**src/rtl/bcd_serial_adder.sv**
```systemverilog
// rtl/bcd_serial_adder.sv - digit-serial packed-BCD adder/subtractor, one 4-bit slice per cycle
module bcd_serial_adder #(
  parameter int DIGITS = 4,
  parameter int SUB_EN = 1
) (
  input  logic                clk,
  input  logic                rst_n,
  input  logic                start,
  input  logic                mode,
  input  logic [4*DIGITS-1:0] a_in,
  input  logic [4*DIGITS-1:0] b_in,
  input  logic                cin,
  output logic                busy,
  output logic                done,
  output logic [4*DIGITS-1:0] sum,
  output logic                cout,
  output logic                err
);

  localparam int W  = 4 * DIGITS;
  localparam int CW = (DIGITS > 1) ? $clog2(DIGITS) : 1;

  typedef enum logic [1:0] {S_IDLE, S_RUN, S_DONE} state_t;

  state_t        state_q, state_d;
  logic [W-1:0]  a_q, a_d, b_q, b_d, sum_q, sum_d;
  logic [CW-1:0] cnt_q, cnt_d;
  logic          mode_q, mode_d, carry_q, carry_d, bad_q, bad_d;
  logic          cout_q, cout_d, err_q, err_d;

  logic          mode_eff;
  logic [3:0]    a_dig, b_dig, b_eff, dig;
  logic [4:0]    t;
  logic          carry_out, dig_bad, last, op_bad;
  logic [W-1:0]  a_next;

  assign mode_eff = (SUB_EN != 0) && mode;

  // Digit slice; a_q doubles as the result register, results shift in from the top.
  always_comb begin
    a_dig     = a_q[3:0];
    b_dig     = b_q[3:0];
    b_eff     = mode_q ? (4'd9 - b_dig) : b_dig;
    t         = {1'b0, a_dig} + {1'b0, b_eff} + {4'b0000, carry_q};
    carry_out = (t > 5'd9);
    dig       = carry_out ? (t[3:0] + 4'd6) : t[3:0];
    dig_bad   = (a_dig > 4'd9) || (b_dig > 4'd9);
    op_bad    = bad_q || dig_bad;
    last      = (cnt_q == CW'(DIGITS - 1));
    a_next    = (a_q >> 4) | (W'(dig) << (W - 4));
  end

  always_comb begin
    state_d = state_q;
    a_d     = a_q;
    b_d     = b_q;
    cnt_d   = cnt_q;
    mode_d  = mode_q;
    carry_d = carry_q;
    bad_d   = bad_q;
    sum_d   = sum_q;
    cout_d  = cout_q;
    err_d   = err_q;
    unique case (state_q)
      S_IDLE: begin
        if (start) begin
          state_d = S_RUN;
          a_d     = a_in;
          b_d     = b_in;
          mode_d  = mode_eff;
          carry_d = mode_eff ? ~cin : cin;
          cnt_d   = '0;
          bad_d   = 1'b0;
        end
      end
      S_RUN: begin
        a_d     = a_next;
        b_d     = b_q >> 4;
        carry_d = carry_out;
        bad_d   = op_bad;
        cnt_d   = cnt_q + CW'(1);
        if (last) begin
          state_d = S_DONE;
          err_d   = op_bad;
          if (op_bad) begin
            cout_d = 1'b0;
          end else begin
            sum_d  = a_next;
            cout_d = mode_q ? ~carry_out : carry_out;
          end
        end
      end
      S_DONE: state_d = S_IDLE;
      default: state_d = S_IDLE;
    endcase
  end

  always_ff @(posedge clk or negedge rst_n) begin
    if (!rst_n) begin
      state_q <= S_IDLE;
      a_q     <= '0;
      b_q     <= '0;
      cnt_q   <= '0;
      mode_q  <= 1'b0;
      carry_q <= 1'b0;
      bad_q   <= 1'b0;
      sum_q   <= '0;
      cout_q  <= 1'b0;
      err_q   <= 1'b0;
    end else begin
      state_q <= state_d;
      a_q     <= a_d;
      b_q     <= b_d;
      cnt_q   <= cnt_d;
      mode_q  <= mode_d;
      carry_q <= carry_d;
      bad_q   <= bad_d;
      sum_q   <= sum_d;
      cout_q  <= cout_d;
      err_q   <= err_d;
    end
  end

  assign busy = (state_q != S_IDLE);
  assign done = (state_q == S_DONE);
  assign sum  = sum_q;
  assign cout = cout_q;
  assign err  = err_q;

endmodule

```
**config.mk**
```make
export PLATFORM = sky130hd
export DESIGN_NAME = bcd_serial_adder
export DESIGN_NICKNAME = d
export VERILOG_FILES = /design/src/rtl/bcd_serial_adder.sv
export SDC_FILE = /design/constraint.sdc
export NUM_CORES = 1
export LEC_CHECK = 0
export ABC_AREA = 0
export CORE_MARGIN = 4
export CORE_UTILIZATION = 53
export CTS_BUF_LIST = sky130_fd_sc_hd__clkbuf_8
export DETAILED_ROUTE_END_ITERATION = 8
export PLACE_DENSITY = 0.79
export SLEW_MARGIN = 20
export SYNTH_ARGS = -nofsm -noshare
export SYNTH_HDL_FRONTEND = slang
export SYNTH_SLANG_ARGS = --single-unit
```
**constraint.sdc**
```tcl
create_clock -name clk -period 3.37 [get_ports clk]
set_input_delay 1.011 -clock clk [delete_from_list [all_inputs] [get_ports clk]]
set_output_delay 1.011 -clock clk [all_outputs]
set_load 0.02 [all_outputs]
```
==> flow_results.xml <==
<?xml version="1.0" encoding="UTF-8"?>
<metrics>
  <group name="outcome">
    <metric name="outcome" unit="">complete, no violations</metric>
  </group>
  <group name="sta">
    <metric name="setup-violations-final" unit="">0</metric>
    <metric name="final_period_minus_worst_setup_slack" unit="ns">3.10</metric>
    <metric name="timing.final.max_slew_violations" unit="">0</metric>
    <metric name="fmax" unit="GHz">0.323</metric>
    <metric name="grt_setup_unrepaired" unit="">false</metric>
    <metric name="finalCritPeriodShare" unit="">0.919</metric>
    <metric name="worst_clock_skew" unit="ns">0.00786</metric>
    <metric name="worst_slew_pin_slew" unit="ns">0.856</metric>
    <metric name="final_hold_viol_count" unit="">0</metric>
    <metric name="fin_setup_tns" unit="ns">0</metric>
    <metric name="max-slew-margin-rel" unit="">0.429</metric>
  </group>
  <group name="cells_and_area">
    <metric name="area_growth_syn_to_layout" unit="%">30.1</metric>
    <metric name="final_layout_size_suffix_gt1_frac" unit="">0.130</metric>
    <metric name="fillCellCount" unit="">416</metric>
    <metric name="nNetsFinal" unit="">370</metric>
    <metric name="final_area" unit="sq mm">0.00368</metric>
    <metric name="fin_cells" unit="">400</metric>
    <metric name="antenna_cells" unit="">0</metric>
  </group>
  <group name="worst_setup_path">
    <metric name="timing.critical_path.to_type" unit="">register</metric>
    <metric name="worstReg2RegStart" unit="">mode_q</metric>
    <metric name="crit_required" unit="ns">3.61</metric>
    <metric name="worstPathArrival" unit="ns">3.34</metric>
    <metric name="crit_path_start_kind" unit="">register</metric>
    <metric name="critPathMaxFanout" unit="">7</metric>
    <metric name="worstReg2RegEnd" unit="">a_q[13]</metric>
    <metric name="setup_slack_reg_to_reg" unit="ns">0.27</metric>
    <metric name="path_class" unit="">reg -&gt; reg</metric>
    <metric name="worst_reg_to_reg_cells" unit="">11</metric>
    <metric name="setup.worst_path.start" unit="">mode_q</metric>
  </group>
  <group name="drt">
    <metric name="vias" unit="">2144</metric>
    <metric name="detailed_route_wire_length_per_cell" unit="um">15.3</metric>
    <metric name="detail-route-antenna-nets" unit="">0</metric>
    <metric name="total_length_of_routed_met2_wires" unit="um">2870</metric>
    <metric name="via_per_inst" unit="">5.36</metric>
    <metric name="wl_met3" unit="um">306</metric>
    <metric name="maxUsedRoutingLayer" unit="">met4</metric>
    <metric name="firstDrtPassIters" unit="">4</metric>
    <metric name="drtIter0Drc" unit="">136</metric>
    <metric name="drt_wl_total" unit="um">6110</metric>
    <metric name="remaining_drc_errors" unit="">0</metric>
    <metric name="wl_met1" unit="um">2800</metric>
  </group>
  <group name="logic_synthesis">
    <metric name="synth-edff-count" unit="">0</metric>
    <metric name="syn_avg_cell_area" unit="sq um">10.6</metric>
    <metric name="yosys.area.top_type_share" unit="">0.504</metric>
    <metric name="synth_cell_types" unit="">40</metric>
    <metric name="synth-seq-area-share" unit="">0.504</metric>
    <metric name="netlist_area" unit="sq mm">0.00283</metric>
    <metric name="synth_fa_ha_area_frac" unit="">0.0407</metric>
    <metric name="mux_share_of_post_synthesis_cell_area" unit="">0.171</metric>
    <metric name="complex_gate_fraction_of_the_synthesized_area" unit="">0.120</metric>
    <metric name="synth_largest_area_cell" unit="">sky130_fd_sc_hd__dfrtp_1</metric>
    <metric name="mappedNetlistNets" unit="">311</metric>
    <metric name="post_synth_main_area_contributors" unit="">sky130_fd_sc_hd__dfrtp_1, sky130_fd_sc_hd__mux2i_1, sky130_fd_sc_hd__o21ai_0, sky130_fd_sc_hd__mux2_4, sky130_fd_sc_hd__nand2_1</metric>
    <metric name="async_flop_share" unit="">1.00</metric>
    <metric name="yosys_register_bits" unit="">57</metric>
    <metric name="ys_warn_count" unit="">0</metric>
    <metric name="synthXorXnorAreaFrac" unit="">0.0155</metric>
    <metric name="synthesis.instances" unit="">266</metric>
    <metric name="dominant_combinational_cell_family_by_area_after_synthesis" unit="">multiplexers</metric>
    <metric name="synth_simple_gate_area_frac" unit="">0.114</metric>
    <metric name="yosys_most_used_dff" unit="">sky130_fd_sc_hd__dfrtp_1</metric>
  </group>
  <group name="cts">
    <metric name="clock_tree.root_cell" unit="">sky130_fd_sc_hd__clkbuf_8</metric>
    <metric name="holdBufCountCts" unit="">0</metric>
    <metric name="clock_tree_from_tritoncts" unit="">done</metric>
    <metric name="cts_buffers" unit="">9</metric>
    <metric name="clock_path_buffers" unit="">2</metric>
    <metric name="htree_levels" unit="">3</metric>
    <metric name="cts_resized" unit="">0</metric>
    <metric name="clkTransAtPathRegs" unit="ns">0.06</metric>
    <metric name="worstSkewPairLatency" unit="ns">0.34</metric>
    <metric name="cts.sinks" unit="">57</metric>
    <metric name="post-cts-setup-buffers" unit="">0</metric>
  </group>
  <group name="worst_hold_path">
    <metric name="worstHoldPathCells" unit="">2</metric>
    <metric name="worstHoldEndpoint" unit="">cout</metric>
    <metric name="hp-start" unit="">cout</metric>
    <metric name="min-delay-path-class" unit="">reg -&gt; reg</metric>
  </group>
  <group name="floorplan">
    <metric name="fp.dieW" unit="um">81.1</metric>
    <metric name="die_h" unit="um">81.1</metric>
    <metric name="row_count" unit="">26</metric>
    <metric name="initial_utilization" unit="">0.551</metric>
    <metric name="io_pins" unit="">57</metric>
    <metric name="coreArea" unit="sq mm">0.00514</metric>
    <metric name="die_outline_area" unit="sq mm">0.00658</metric>
  </group>
  <group name="placed_design">
    <metric name="detailed_place.area" unit="sq mm">0.00346</metric>
    <metric name="dpl.cell_count" unit="">384</metric>
    <metric name="dpl.hpwl" unit="um">4290</metric>
    <metric name="buffer_ports.inserted" unit="">56</metric>
    <metric name="gp_congestion" unit="">0.954</metric>
  </group>
  <group name="power_and_ir_drop">
    <metric name="ir_worst_vdd" unit="V">0.000740</metric>
    <metric name="power_density" unit="mW/mm^2">1140</metric>
    <metric name="static-leakage-power" unit="uW">0.00165</metric>
  </group>
  <group name="grt">
    <metric name="first_pass_grt_wire_length" unit="um">10100</metric>
    <metric name="antenna_violations_before_repair" unit="">0</metric>
    <metric name="grt_pass1_vias" unit="">2127</metric>
    <metric name="grt.overflow.total" unit="">0</metric>
    <metric name="grtUsageTotal" unit="">0.206</metric>
    <metric name="largest_net_degree_at_the_start_of_global_routing" unit="">54</metric>
  </group>
  <group name="job">
    <metric name="max_cap_viol" unit="">0</metric>
  </group>
</metrics>
[critical path: stages (launching register included)]
cell and delay, ns:
sky130_fd_sc_hd__dfrtp_1 0.44, sky130_fd_sc_hd__xnor2_1 0.23, sky130_fd_sc_hd__fa_1 0.21, sky130_fd_sc_hd__inv_1 0.05, sky130_fd_sc_hd__fa_1 0.43, sky130_fd_sc_hd__xnor2_1 0.37
sky130_fd_sc_hd__ha_1 0.28, sky130_fd_sc_hd__nand2_1 0.06, sky130_fd_sc_hd__and4_1 0.18, sky130_fd_sc_hd__or2_2 0.31, sky130_fd_sc_hd__o21a_1 0.21, sky130_fd_sc_hd__o31ai_1 0.22
[cells in the final DEF, fill, tap and decap left out, types with 2 or more instances in the layout]
master and n:
sky130_fd_sc_hd__ha_1 6, sky130_fd_sc_hd__clkinv_4 2, sky130_fd_sc_hd__mux2_4 12, sky130_fd_sc_hd__clkdlybuf4s50_1 55, sky130_fd_sc_hd__nand2b_1 2, sky130_fd_sc_hd__clkinv_2 2, sky130_fd_sc_hd__nand3b_1 2, sky130_fd_sc_hd__o21ai_0 36
sky130_fd_sc_hd__o31ai_1 3, sky130_fd_sc_hd__mux2_2 4, sky130_fd_sc_hd__clkbuf_8 9, sky130_fd_sc_hd__a21oi_1 7, sky130_fd_sc_hd__xnor2_1 4, sky130_fd_sc_hd__nor2_1 12, sky130_fd_sc_hd__fa_1 2, sky130_fd_sc_hd__inv_1 8
sky130_fd_sc_hd__mux2i_1 26, sky130_fd_sc_hd__buf_4 4, sky130_fd_sc_hd__o21a_1 2, sky130_fd_sc_hd__dfrtp_1 57, sky130_fd_sc_hd__bufinv_16 2, sky130_fd_sc_hd__or2_2 2, sky130_fd_sc_hd__nand2_1 47, sky130_fd_sc_hd__o22ai_1 2
[how the worst max path moves through the flow]
| stage | cells past startpoint | to | slack (ns) |
|---|---|---|---|
| 6_report | 11 | a_q[13] | 0.27 |
| 5_1_grt | 11 | sum[13] | 0.04 |
| 4_1_cts | 11 | a_q[13] | 0.30 |
| 3_5_place_dp | 11 | a_q[13] | 0.32 |
| 3_3_place_gp | 11 | a_q[13] | 0.48 |
| 2_1_floorplan | 11 | a_q[13] | 0.58 |
[synth_stat cells, drive strengths merged (2+ instances only)]
cell type,number
o21a,2
inv,8
o22ai,2
nand2,48
xnor2,4
o31ai,3
buf,6
ha,6
or2,2
clkbuf,7
nand3b,2
mux2,16
dfrtp,57
o21ai,36
mux2i,26
nand2b,2
nor2,13
a21oi,7
fa,2
[cells by family after synthesis]
| group | after synthesis |
|---|---|
| compound gates | 59 |
| xor+xnor | 5 |
| fa+ha+maj | 8 |
| buf+inv | 21 |
| flops | 57 |
| mux | 42 |
| simple gates | 74 |
[layer usage]
layer / track usage / up-vias
met2: 0.317 / 59
li1: - / 1039
met1: 0.272 / 1037
met5: 0 / -
met4: 0.113 / 0
met3: 0.0410 / 9
[through the flow]
stage,worst slack (ns),utilization,power [uW],hold slack (ns)
global placement,0.483,0.674,3410,0.458
global route,0.0393,0.717,4540,0.509
detailed placement,0.316,0.674,3500,0.467
floorplan,0.579,-,2840,0.449
finish,0.274,0.717,4200,0.478
CTS,0.300,0.717,4220,0.485
[registers in the layout, summed over array words and instances, names as in the netlist]
signal	cells
mode_q	1
bad_q	1
cnt_q	2
carry_q	1
cout	1
b_q	16
state_q	2
err	1
a_q	16
sum	16
[cell type report]
class	count	area, sq um	share of cell area
clock buffer	9	124	0.0336
clock inverter	7	95.1	0.0258
inverter	8	30.0	0.00815
multi-input combinational	188	1320	0.357
sequential	57	1430	0.387
tap	70	87.6	0.0238
timing repair buffer	61	606	0.164
[power breakdown]
part / leakage (uW) / internal [uW] / switching [uW]
registers: 0.000717 / 993 / 210
logic: 0.000819 / 1060 / 1240
clock network: 0.000109 / 415 / 290
(Power assumes the default switching activity.)
